**config.mk**
```make
export PLATFORM = sky130hd
export DESIGN_NAME = riscv_multicycle_ctrl
export DESIGN_NICKNAME = d
export VERILOG_FILES = /design/src/rtl/riscv_multicycle_ctrl.sv
export SDC_FILE = /design/constraint.sdc
export NUM_CORES = 1
export LEC_CHECK = 0
export ABC_AREA = 1
export CAP_MARGIN = 10
export CORE_MARGIN = 10
export CORE_UTILIZATION = 50
export DETAILED_ROUTE_END_ITERATION = 8
export PLACE_DENSITY_LB_ADDON = 0.05
export SLEW_MARGIN = 20
export SYNTH_ARGS = -nofsm -noshare
export SYNTH_HDL_FRONTEND = slang
export SYNTH_SLANG_ARGS = --single-unit
```
**constraint.sdc**
```tcl
create_clock -name clk -period 3.13 [get_ports clk]
set_clock_uncertainty 0.15 [all_clocks]
set_input_delay 0.7825 -clock clk [delete_from_list [all_inputs] [get_ports clk]]
set_output_delay 0.7825 -clock clk [all_outputs]
set_load 0.02 [all_outputs]
```
**src/rtl/riscv_multicycle_ctrl.sv**
```systemverilog
// Multi-cycle RV32 subset control unit: FETCH/DECODE/EXEC/MEM/WB sequencer
// with a sticky illegal-instruction trap and a retired-instruction counter.
module riscv_multicycle_ctrl #(
  parameter int COUNT_W = 32
) (
  input  logic               clk,
  input  logic               reset,
  input  logic [6:0]         opcode,
  input  logic [2:0]         funct3,
  input  logic               zero,
  input  logic               mem_ready,
  output logic               pc_write,
  output logic               ir_write,
  output logic               reg_write,
  output logic               mem_req,
  output logic               mem_we,
  output logic               iord,
  output logic               pc_src,
  output logic [1:0]         alu_src_a,
  output logic [1:0]         alu_src_b,
  output logic [1:0]         alu_op,
  output logic [1:0]         wb_sel,
  output logic [2:0]         state,
  output logic               illegal,
  output logic [COUNT_W-1:0] instr_count
);

  localparam logic [2:0] ST_FETCH  = 3'd0;
  localparam logic [2:0] ST_DECODE = 3'd1;
  localparam logic [2:0] ST_EXEC   = 3'd2;
  localparam logic [2:0] ST_MEM    = 3'd3;
  localparam logic [2:0] ST_WB     = 3'd4;
  localparam logic [2:0] ST_TRAP   = 3'd7;

  localparam logic [6:0] OP_R      = 7'b0110011;
  localparam logic [6:0] OP_I      = 7'b0010011;
  localparam logic [6:0] OP_LOAD   = 7'b0000011;
  localparam logic [6:0] OP_STORE  = 7'b0100011;
  localparam logic [6:0] OP_BRANCH = 7'b1100011;
  localparam logic [6:0] OP_JAL    = 7'b1101111;

  logic [2:0]         state_q, state_d;
  logic               illegal_q, illegal_d;
  logic [COUNT_W-1:0] count_q, count_d;
  logic               taken;

  assign taken = ((funct3 == 3'b000) && zero) || ((funct3 == 3'b001) && !zero);

  always_comb begin
    state_d   = state_q;
    pc_write  = 1'b0;
    ir_write  = 1'b0;
    reg_write = 1'b0;
    mem_req   = 1'b0;
    mem_we    = 1'b0;
    iord      = 1'b0;
    pc_src    = 1'b0;
    alu_src_a = 2'd0;
    alu_src_b = 2'd0;
    alu_op    = 2'd0;
    wb_sel    = 2'd0;
    case (state_q)
      ST_FETCH: begin
        mem_req   = 1'b1;
        alu_src_a = 2'd2;
        alu_src_b = 2'd1;
        if (mem_ready) begin
          ir_write = 1'b1;
          pc_write = 1'b1;
          state_d  = ST_DECODE;
        end
      end
      ST_DECODE: begin
        // Precompute PC+imm into ALUOut for branch/JAL targets.
        alu_src_b = 2'd2;
        case (opcode)
          OP_R, OP_I, OP_LOAD, OP_STORE, OP_BRANCH, OP_JAL: state_d = ST_EXEC;
          default: state_d = ST_TRAP;
        endcase
      end
      ST_EXEC: begin
        case (opcode)
          OP_R: begin
            alu_src_a = 2'd1;
            alu_op    = 2'd2;
            state_d   = ST_WB;
          end
          OP_I: begin
            alu_src_a = 2'd1;
            alu_src_b = 2'd2;
            alu_op    = 2'd2;
            state_d   = ST_WB;
          end
          OP_LOAD, OP_STORE: begin
            alu_src_a = 2'd1;
            alu_src_b = 2'd2;
            state_d   = ST_MEM;
          end
          OP_BRANCH: begin
            alu_src_a = 2'd1;
            alu_op    = 2'd1;
            if ((funct3 == 3'b000) || (funct3 == 3'b001)) begin
              pc_write = taken;
              pc_src   = taken;
              state_d  = ST_FETCH;
            end else begin
              state_d  = ST_TRAP;
            end
          end
          OP_JAL: begin
            reg_write = 1'b1;
            wb_sel    = 2'd2;
            pc_write  = 1'b1;
            pc_src    = 1'b1;
            state_d   = ST_FETCH;
          end
          default: state_d = ST_TRAP;
        endcase
      end
      ST_MEM: begin
        mem_req = 1'b1;
        iord    = 1'b1;
        mem_we  = (opcode == OP_STORE);
        if (mem_ready) state_d = (opcode == OP_STORE) ? ST_FETCH : ST_WB;
      end
      ST_WB: begin
        reg_write = 1'b1;
        wb_sel    = (opcode == OP_LOAD) ? 2'd1 : 2'd0;
        state_d   = ST_FETCH;
      end
      default: state_d = ST_TRAP;
    endcase
    // Reset must kill any in-flight memory request without waiting for a clock.
    if (reset) begin
      pc_write  = 1'b0;
      ir_write  = 1'b0;
      reg_write = 1'b0;
      mem_req   = 1'b0;
      mem_we    = 1'b0;
      iord      = 1'b0;
      pc_src    = 1'b0;
      alu_src_a = 2'd0;
      alu_src_b = 2'd0;
      alu_op    = 2'd0;
      wb_sel    = 2'd0;
    end
  end

  always_comb begin
    illegal_d = illegal_q || (state_d == ST_TRAP);
    count_d   = count_q;
    if ((state_d == ST_FETCH) &&
        ((state_q == ST_EXEC) || (state_q == ST_MEM) || (state_q == ST_WB)))
      count_d = count_q + COUNT_W'(1);
  end

  always_ff @(posedge clk or posedge reset) begin
    if (reset) begin
      state_q   <= ST_FETCH;
      illegal_q <= 1'b0;
      count_q   <= '0;
    end else begin
      state_q   <= state_d;
      illegal_q <= illegal_d;
      count_q   <= count_d;
    end
  end

  assign state       = state_q;
  assign illegal     = illegal_q;
  assign instr_count = count_q;

endmodule

```
==> results.ini <==
[power]
p_total_w = 0.001496
p_per_area_nw_per_um2 = 395.2
cellLeakagePower_nw = 1.811
ir_worst_vdd_mv = 0.2769

[floorplanning]
die_w_um = 93.86
die_area_um2 = 8810
ios = 65
core_area_um2 = 5205
fp-row-count = 26
die_height_um = 93.86
initial_core_util_pct = 52.40

[sta]
final_hold_viol_count = 0
setup_violations = 0
relSlewSlack_pct = 47.04
rsz0062_at_grt = yes
period_minus_slack_ns = 3.091
slew_violations = 0
fin_crit_sh_pct = 98.75
fmax_ghz = 0.3235
tightest_slew_ns = 0.7871

[clocking]
cts_tree = done
holdBufCountCts = 0
htree_levels = 2
root_buffer = clkbuf_8
numCtsBuffers = 5
clk_latency_ns = 0.30
clk_pin_slew_ns = 0.08
cts_sinks = 36
clock_path_buffers = 2

[global_routing]
grt_max_degree = 37
grt_pass1_vias = 3023
antenna_found_initial = 0
grt-ovfl-total = 0
grtUsageTotal_pct = 19.23
grt_pass1_wl_mm = 13.90

[critical_path]
crit_fanout = 3
worstPathRequired_ns = 2.20
end_kind = primary output
worstSetupPathType = input port to primary output
cp.arrival_ns = 2.16
crit_path_start_kind = input port

[routing]
drt_iter0_drc = 182
via_per_inst = 5.270
post_drt_wl_per_cell_um = 14.75
drc = 0
vias = 3009
drt_wl_total_mm = 8.421
antenna_left = 0
drtPass1Iterations = 4

[synth]
synth_seq_area_share_pct = 33.03
synth_top_area_share_pct = 33.03
ys_ff_latch = 36
syn_inst = 407
synth_warnings = 0
synth_cell_types = 35
synth_area_leaders = dfrtp_1, nand2_1, nand3_1, nor2_1, xor2_1
syn_avg_cell_area_um2 = 6.702
syn_area_um2 = 2728
synthesis.nets = 422
yosysTopAreaCell = dfrtp_1

[flow_run]
cap_violations = 0

[min_path]
hold_path_class = flip-flop to flip-flop

[final_layout]
nets = 515
n_antenna_cell = 0
fin_util_pct = 72.72
syn2layout_area_growth_pct = 38.76
drive_gt1_share_pct = 14.97
final_cell_mix = nand2_1, nor2_1, nand3_1
final_common_cell = nand2_1

[place]
place_congestion = 0.9121
hpwl_mm = 6.641
io_buffers = 64

[outcome]
status = complete, no violations

## registers in the layout, summed over array words and instances, names as in the netlist
signal	flops
state	3
instr_count	32
illegal	1
## cell usage after synthesis
master and n:
nand2_1 126, nor2_1 51, nand3_1 47, inv_1 39
dfrtp_1 36, xor2_1 20, nor3_1 17, nand4_1 14
nand2_2 5, buf_4 4, inv_2 4, nor2_2 4
nor2_4 4, nor4_1 4, xnor2_1 4, a21oi_1 3
nand3_2 3, o21ai_0 3, a21oi_2 2, buf_6 2
a21oi_4 1, a32o_1 1, and2_1 1, and3_1 1
buf_1 1, buf_2 1, clkbuf_1 1, clkinv_2 1
ha_1 1, nand3b_1 1, nand4_4 1, nor3b_1 1
o211ai_1 1, o21bai_1 1, or2_1 1
## stage by stage
stage                     worst slack [ns]  instances  TNS, ns  hold WS [ns]  instance area, um2
after floorplan                     0.3569        407        0        0.4423                2731
after global placement             -0.3830        563   -2.468        0.3159                3652
after detailed placement           -0.4407        563   -3.043        0.3130                3652
after CTS                         0.005877        571        0        0.3337                3759
after global routing               -0.1006        571  -0.1953        0.3395                3785
final                              0.03926        571        0        0.3292                3785
## what timing repair did
item / in CTS / in global routing
setup buffers: 0 / 0
endpoints found under the setup margin: 13 / 12
pin swaps: 0 / 4
endpoints found under the hold margin: 0 / 0
gates resized for setup: 26 / 20
## cell type report
cell class | count | area (um2)
clock buffer | 7 | 96.34
clock inverter | 1 | 30.03
fill | 444 | 1420
inverter | 44 | 170.2
multi-input combinational | 318 | 1613
sequential | 36 | 900.9
tap | 70 | 87.58
timing repair buffer | 95 | 887.1
## worst paths after layout
path / slack, ns / end / startpoint / depth (start not counted)
setup / recovery: 0.04 / wb_sel[0] / opcode[0] / 6
setup reg to reg: 0.80 / instr_count[22] / state[0] / 8
max in group asynchronous: 1.59 / instr_count[9] / reset / 3
hold / removal: 0.33 / illegal / illegal / 1
hold reg to reg: 0.33 / illegal / illegal / 1
min in group asynchronous: 0.91 / instr_count[24] / reset / 3
## logic make-up (layout without fill, tap and decap cells)
| group | Yosys count | count (layout) | share of synthesized area, % |
|---|---|---|---|
| flops | 36 | 36 | 33.03 |
| fa+ha+maj | 1 | 1 | 0.4586 |
| simple gates | 281 | 281 | 47.06 |
| buf+inv | 53 | 147 | 8.485 |
| compound gates | 12 | 12 | 3.257 |
| xor+xnor | 24 | 24 | 7.706 |
## critical path, cell delays in order
cell and delay (ns):
clkdlybuf4s50_1 0.49, nand2_2 0.09, inv_1 0.12, nand2_2 0.10
nor3_1 0.21, dlygate4sd2_1 0.36
## where the power goes
group | switching, W | internal, W
registers | 0.0000264 | 0.000488
clock network | 0.000176 | 0.000281
logic | 0.000333 | 0.000191
## layer usage
metal  vias up  GRT usage [%]  wire [um]
li1       1502              -          -
met1      1382          20.76       3363
met2       101          34.85       4267
met3        24          4.077        532
met4         0          8.861        257
met5         -              0          0
(Power assumes the default switching activity.)
